`src/rtl/mult_pkg.sv`:
```
// Shared types and constants for the multiplier arbiter: FSM encoding,
// operand width, settle-window default and counter width.
package mult_pkg;

    typedef enum logic [1:0] {
        IDLE   = 2'd0,
        SETTLE = 2'd1,
        DONE   = 2'd2
    } state_e;

    localparam int DATA_W           = 16;
    localparam int CNT_W            = 4;
    localparam int SETTLE_CYCLES_DEF = 2;

endpackage

```
`src/rtl/mult.sv`:
```
// Combinational 16x16 unsigned array multiplier; deep enough that callers
// treat it as a multicycle path.
module mult
    import mult_pkg::*;
(
    input  logic [DATA_W-1:0] A,
    input  logic [DATA_W-1:0] B,
    output logic [DATA_W-1:0] hi,
    output logic [DATA_W-1:0] lo
);

    logic [2*DATA_W-1:0] prod;

    assign prod     = (2*DATA_W)'(A) * (2*DATA_W)'(B);
    assign {hi, lo} = prod;

endmodule

```
`src/rtl/mult_arbiter.sv`:
```
// Round-robin arbiter sharing one multicycle multiplier between two
// valid/ready requesters; returns the tagged product on a response channel.
module mult_arbiter
    import mult_pkg::*;
#(
    parameter int SETTLE_CYCLES = SETTLE_CYCLES_DEF
) (
    input  logic              clk,
    input  logic              rst_n,
    input  logic              req0_valid,
    output logic              req0_ready,
    input  logic [DATA_W-1:0] req0_a,
    input  logic [DATA_W-1:0] req0_b,
    input  logic              req1_valid,
    output logic              req1_ready,
    input  logic [DATA_W-1:0] req1_a,
    input  logic [DATA_W-1:0] req1_b,
    output logic              rsp_valid,
    input  logic              rsp_ready,
    output logic              rsp_id,
    output logic [DATA_W-1:0] rsp_hi,
    output logic [DATA_W-1:0] rsp_lo,
    output logic              busy
);

    localparam logic [CNT_W-1:0] CNT_LAST = CNT_W'(SETTLE_CYCLES - 1);

    state_e            state_q;
    logic [CNT_W-1:0]  cnt_q;
    logic [DATA_W-1:0] op_a_q;
    logic [DATA_W-1:0] op_b_q;
    logic              rsp_id_q;
    logic [DATA_W-1:0] rsp_hi_q;
    logic [DATA_W-1:0] rsp_lo_q;
    logic              last_id_q;

    logic              grant;
    logic              accept;
    logic [DATA_W-1:0] mult_hi;
    logic [DATA_W-1:0] mult_lo;

    // A tie goes to whoever was not served last; otherwise the lone requester.
    assign grant  = (req0_valid && req1_valid) ? ~last_id_q : req1_valid;

    assign req0_ready = (state_q == IDLE) && (grant == 1'b0);
    assign req1_ready = (state_q == IDLE) && (grant == 1'b1);
    assign accept     = (req0_valid && req0_ready) || (req1_valid && req1_ready);

    assign rsp_valid = (state_q == DONE);
    assign busy      = (state_q != IDLE);
    assign rsp_id    = rsp_id_q;
    assign rsp_hi    = rsp_hi_q;
    assign rsp_lo    = rsp_lo_q;

    // The array sees only the held operand registers, so its inputs are
    // stable for the whole settle window.
    mult u_mult (
        .A  (op_a_q),
        .B  (op_b_q),
        .hi (mult_hi),
        .lo (mult_lo)
    );

    always_ff @(posedge clk or negedge rst_n) begin
        if (!rst_n) begin
            state_q   <= IDLE;
            cnt_q     <= '0;
            op_a_q    <= '0;
            op_b_q    <= '0;
            rsp_id_q  <= 1'b0;
            rsp_hi_q  <= '0;
            rsp_lo_q  <= '0;
            last_id_q <= 1'b1;
        end else begin
            case (state_q)
                IDLE: begin
                    if (accept) begin
                        state_q   <= SETTLE;
                        cnt_q     <= '0;
                        op_a_q    <= grant ? req1_a : req0_a;
                        op_b_q    <= grant ? req1_b : req0_b;
                        rsp_id_q  <= grant;
                        last_id_q <= grant;
                    end
                end
                SETTLE: begin
                    if (cnt_q == CNT_LAST) begin
                        state_q  <= DONE;
                        rsp_hi_q <= mult_hi;
                        rsp_lo_q <= mult_lo;
                    end else begin
                        cnt_q <= cnt_q + CNT_W'(1);
                    end
                end
                DONE: begin
                    if (rsp_ready) begin
                        state_q <= IDLE;
                    end
                end
                default: state_q <= IDLE;
            endcase
        end
    end

endmodule

```
`config.mk`:
```
export PLATFORM = sky130hd
export DESIGN_NAME = mult_arbiter
export DESIGN_NICKNAME = d
export VERILOG_FILES = /design/src/rtl/mult_pkg.sv /design/src/rtl/mult.sv /design/src/rtl/mult_arbiter.sv
export SDC_FILE = /design/constraint.sdc
export NUM_CORES = 1
export LEC_CHECK = 0
export ABC_AREA = 1
export CORE_MARGIN = 2
export CORE_UTILIZATION = 54
export DETAILED_ROUTE_END_ITERATION = 10
export GPL_TIMING_DRIVEN = 0
export HOLD_SLACK_MARGIN = 0.06
export PLACE_DENSITY = 0.75
export SETUP_SLACK_MARGIN = 0.3
export SLEW_MARGIN = 30
export SYNTH_ARGS = -nofsm -noshare
export SYNTH_HDL_FRONTEND = slang
export SYNTH_SLANG_ARGS = --single-unit
```
`constraint.sdc`:
```
create_clock -name clk -period 6.8 [get_ports clk]
set_input_delay 1.02 -clock clk [delete_from_list [all_inputs] [get_ports clk]]
set_output_delay 1.02 -clock clk [all_outputs]
set_load 0.01 [all_outputs]
```
== Word-level counts from Yosys, hierarchy flattened ==
Index checks and enable logic that the tools add are counted.

* Register bits after elaboration: 72
* Input port bits: 69
* Output and inout bits: 37
* Word-level logic and storage cells: 42

* $add $sub $neg: 1
* Multipliers: 1
* Eq/ne operators: 7
* Muxes and demuxes: 10
* Bitwise gates (word level): 2
* Reductions and logical operators: 13

{| class="wikitable"
|+ Operators with widths
! cell !! number
|-
| multiplier 16 x 16 -> 32 bit || 1
|-
| 2-to-1 mux 16 bit || 2
|-
| 2-to-1 mux 4 bit || 2
|-
| one-hot mux 4 bit (2 select lines) || 1
|-
| 2-to-1 mux 2 bit || 3
|-
| != test 2 bit, second input constant || 3
|-
| one-hot mux 2 bit (3 select lines) || 1
|-
| AND reduction 3 bit || 2
|-
| logical AND 1 bit || 5
|-
| adder 4 x 1 -> 4 bit, second input constant || 1
|-
| == test 4 x 1 -> 1 bit, second input constant || 1
|-
| AND reduction 2 bit || 2
|-
| nonzero test 2 bit || 2
|-
| == test 2 x 1 -> 1 bit, second input constant || 1
|-
| == test 2 bit, second input constant || 1
|-
| zero test 2 bit || 1
|-
| != test 2 x 1 -> 1 bit, second input constant || 1
|-
| NOT 1 bit || 2
|-
| logical OR 1 bit || 1
|-
| 2-to-1 mux 1 bit || 1
|}

== Depth between registers and ports, before layout ==
* Depth after elaboration: 8
* Mapped depth: 26
* Mapped depth without buffers: 24

== Modules after synthesis ==
A second synthesis with hierarchy kept.

* Cells, all modules: 1804
* Area, all modules: 12883.6 um^2

{| class="wikitable"
|+ By module, submodules not included
! module !! instances !! cells an instance !! area each (um^2) !! seq. area each (um^2)
|-
| mult || 1 || 1369 || 9471.6 || 0.0
|-
| mult_arbiter || 1 || 435 || 3412.0 || 1803.0
|}

== Worst setup path after synthesis ==
Ideal clock, no wire load.

* Path kind: reg2reg
* From: register op_b_q[7]
* To: register rsp_hi_q[15] (netlist: rsp_hi[15])
* Setup time: 117 ps
* Arrival time: 5131 ps
* Required time: 6683 ps
* Slack: 1552 ps
* Cell stages (with the launch flop): 25
* Buffers on the path: 2
* Clock period less this slack: 5248 ps
* Cells stage by stage: dfrtp_1 clkbuf_1 clkbuf_1 nand2_1 fa_1 inv_1 fa_1 inv_1 fa_1 inv_1 fa_1 fa_1 inv_1 fa_1 inv_1 ha_1 nand2_2 inv_1 nand2_1 nand2_1 nand3b_4 nand2_2 nand3_1 nand3_1 nand2_1

* Longest elaborated chain between the ends: 1

{| class="wikitable"
|+ Ends and longest elaborated chain
! item !! RTL line !! source
|-
| from (decl) || mult_arbiter.sv:31 || <nowiki>logic [DATA_W-1:0] op_b_q;</nowiki>
|-
| from (signal assigned) || mult_arbiter.sv:81 || <nowiki>op_b_q <= grant ? req1_b : req0_b;</nowiki>
|-
| multiplier 16 x 16 -> 32 bit || mult.sv:14 || <nowiki>assign prod = (2*DATA_W)'(A) * (2*DATA_W)'(B);</nowiki>
|-
| to (signal assigned) || mult_arbiter.sv:89 || <nowiki>rsp_hi_q <= mult_hi;</nowiki>
|-
| to (decl) || mult_arbiter.sv:33 || <nowiki>logic [DATA_W-1:0] rsp_hi_q;</nowiki>
|}

Every way passes these cells.
A chain may end at the register's enable or synchronous reset.

== Final worst setup path ==
* From: register op_a_q[15]
* To: register rsp_hi_q[13] (netlist: rsp_hi[13])

* Longest elaborated chain between the ends: 1

{| class="wikitable"
|+ Ends and longest elaborated chain
! item !! RTL line !! source
|-
| from (decl) || mult_arbiter.sv:30 || <nowiki>logic [DATA_W-1:0] op_a_q;</nowiki>
|-
| from (signal assigned) || mult_arbiter.sv:80 || <nowiki>op_a_q <= grant ? req1_a : req0_a;</nowiki>
|-
| multiplier 16 x 16 -> 32 bit || mult.sv:14 ||
|}

Every way passes these cells.

==> results.json <==
{
  "detail_route.first_pass.iterations": 7,
  "cts_tree": "built",
  "synth-simple-area-share": 0.2260,
  "r2r-end": "rsp_hi[13]$_DFFE_PN0P_",
  "place_congestion": 0.9817,
  "synth_fp_nets": 2077,
  "synth_top_flop_cell": "dfrtp_1",
  "routed_wl_mm": 34.58,
  "cts-buffers-inserted": 9,
  "fmax_mhz": 160.6,
  "antenna_found_initial": 0,
  "min_period_ns": 6.227,
  "drive_gt1_frac": 0.05137,
  "crit_required_ns": 7.05,
  "worstHoldStart": "rsp_lo[1]$_DFFE_PN0P_",
  "maxCapViolCount": 0,
  "synth_compound_area_frac": 0.04668,
  "end_kind": "flop",
  "worst_slew_pin_slew_ns": 0.8054,
  "area_growth_pct": 14.34,
  "ys_warn_count": 0,
  "via_count": 10950,
  "worstSetupPathType": "reg -> reg",
  "placed_area_sq_um": 14070,
  "startpoint_type": "flop",
  "die_area_sq_um": 24570,
  "diodes": 0,
  "synth_area_sq_um": 12600,
  "core_area_sq_um": 22780,
  "timing.rr.start": "op_a_q[15]$_DFFE_PN0P_",
  "cp_max_fo": 10,
  "slowest_stage": "fa_1",
  "yosysTopAreaCellShare": 0.3083,
  "syn_avg_cell_area_sq_um": 7.376,
  "fin_skew_ns": 0.007996,
  "ios": 106,
  "ys_ff_latch": 72,
  "holdPathEnd": "rsp_lo[1]$_DFFE_PN0P_",
  "clockBufferDepth": 2,
  "crit_family": "adder cells",
  "slew_headroom": 0.4631,
  "ys_top_cells_by_count": "nand2_1, inv_1, fa_1",
  "final_antenna_net_count": 0,
  "reg2reg_depth": 23,
  "synth_area_leaders": "fa_1, nand2_1, dfrtp_1",
  "hold_depth": 2,
  "rows": 55,
  "drtIter0Drc": 990,
  "hold_viol_final": 0,
  "synthAdderAreaFrac": 0.4135,
  "yosysMostFrequentCell": "nand2_1",
  "synth_xor_area_frac": 0.009733,
  "fin_util": 0.6324,
  "max_stage_delay_ns": 0.60,
  "cts_root_buffer": "clkbuf_16",
  "hold_class": "reg -> reg",
  "gr-total-overflow": 0,
  "clk_pin_slew_ns": 0.07,
  "synth_edf_count": 0,
  "dpl.cell_count": 2127,
  "worstPathCellList": "clkbuf_1, clkbuf_1, nand2_1, fa_1, fa_1, inv_1, fa_1, fa_1, fa_1, inv_1, fa_1, inv_1, ha_1, nand2_2, inv_1, nand2_1, nand2_1, nand2_1, nand2_1, a21oi_1, nand3_1, nand3_1, nand2_1",
  "synthMuxAreaShare": 0,
  "avgRoutedWirePerCell_um": 16.14,
  "grt_max_degree": 51,
  "start_util": 0.5531,
  "synth_top_area_cell": "fa_1",
  "grt_pass1_vias": 10980,
  "design_area_sq_um": 14410,
  "fp.dieW_um": 156.7,
  "ys_seq_area_frac": 0.1431,
  "final_cells": 2143,
  "clock_sinks": 72,
  "synth_top_family_by_area": "adder cells",
  "tns_ns": 0,
  "track_usage": 0.2968,
  "async_reset_ff_frac": 1.000,
  "setup_viol": 0,
  "rrSetupSlack_ns": 0.57,
  "viasPerCell": 5.111,
  "numPortBuffers": 105,
  "finalNetCount": 2194,
  "drc": 0,
  "cp_num_buf_inv": 6,
  "htree_levels": 3,
  "syn_inst": 1708,
  "cts_setup_buffers": 0,
  "cp.arrival_ns": 6.48,
  "die_h_um": 156.7,
  "slew_violations": 0,
  "place_hpwl_mm": 28.17,
  "yosys.cell_types.count": 32,
  "clk_latency_ns": 0.36,
  "status": "finished, final reports clean",
  "timing.final.crit_share": 0.9158,
  "rsz0062_at_grt": "true",
  "grt_first_pass_wirelength_mm": 55.19
}
==> cell families (layout without fill, tap and decap cells) <==
family / count (synthesis) / in the layout
adder cells (fa/ha/maj): 300 / 300
flip-flops: 72 / 72
XOR/XNOR: 14 / 14
AND/OR/NAND/NOR: 677 / 677
AO/OA/AOI/OAI: 112 / 112
buffers and inverters: 533 / 655
==> worst min-delay path: cells and delay by family (launching register included) <==
kind / cells / cell delay (ns)
DFF: 1 / 0.35
and+or+nand+nor: 2 / 0.10
==> worst max path at each step <==
| stage | from | to | slack [ns] | cells past startpoint |
|---|---|---|---|---|
| floorplan | op_b_q[7]$_DFFE_PN0P_ | rsp_hi[15]$_DFFE_PN0P_ | 1.55 | 24 |
| global placement | op_a_q[14]$_DFFE_PN0P_ | rsp_hi[13]$_DFFE_PN0P_ | 0.60 | 23 |
| detailed placement | op_a_q[10]$_DFFE_PN0P_ | rsp_hi[14]$_DFFE_PN0P_ | 0.55 | 22 |
| CTS | op_a_q[10]$_DFFE_PN0P_ | rsp_hi[14]$_DFFE_PN0P_ | 0.55 | 22 |
| global route | op_a_q[15]$_DFFE_PN0P_ | rsp_hi[13]$_DFFE_PN0P_ | 0.26 | 24 |
| finish | op_a_q[15]$_DFFE_PN0P_ | rsp_hi[13]$_DFFE_PN0P_ | 0.57 | 23 |
==> what timing repair did <==
item	in CTS	in global routing
gates resized for setup	0	19
hold buffers	0	0
endpoints found under the setup margin	0	8
==> area by class of cell <==
type                       instances  area (sq um)
buffer                            83         349.1
clock buffer                       9         225.2
clock inverter                     7         102.6
fill                            2061          8373
inverter                         450          1689
multi-input combinational       1103          8768
sequential                        72          1803
tap                              313         391.6
timing repair buffer             106          1076
==> per-layer routing <==
layer,part of all wire,vias to the layer above,GRT usage
li1,-,5131,-
met1,0.40,5227,0.3795
met2,0.47,488,0.4910
met3,0.090,107,0.05954
met4,0.041,0,0.1271
met5,0,-,0
==> per-stage QoR <==
step                hold WS (ns)  worst slack (ns)
floorplan                 0.4474             1.552
global placement          0.4603            0.6003
detailed placement        0.4630            0.5477
CTS                       0.4832            0.5541
global route              0.4951            0.2603
finish                    0.4838            0.5728
==> cells in the final DEF, fill, tap and decap left out, drive strengths merged <==
| cell | synthesis | routed |
|---|---|---|
| nand2 | 551 | 551 |
| inv | 450 | 453 |
| fa | 194 | 194 |
| ha | 106 | 106 |
| clkdlybuf4s50 | 0 | 104 |
| o21ai | 88 | 88 |
| nor2 | 80 | 80 |
| clkbuf | 71 | 79 |
| dfrtp | 71 | 71 |
| nand3 | 34 | 34 |
| a21oi | 20 | 20 |
| buf | 12 | 15 |
| xnor2 | 12 | 12 |
| nand3b | 9 | 9 |
| nand4 | 2 | 2 |
| xor2 | 2 | 2 |
| bufinv | 0 | 2 |
| clkinv | 0 | 2 |
| o21bai | 1 | 1 |
| nor3 | 1 | 1 |
| a31oi | 1 | 1 |
| o31ai | 1 | 1 |
| a21o | 1 | 1 |
| dfstp | 1 | 1 |
==> state kept, by name, indices dropped and copies added (netlist names) <==
register	flops
op_a_q	16
op_b_q	16
rsp_hi	16
rsp_lo	16
cnt_q	4
state_q	2
last_id_q	1
rsp_id	1
Power is left out: the tool's default activity adds up to more than one toggle a clock period on the data nets, which glitch-free logic cannot reach.
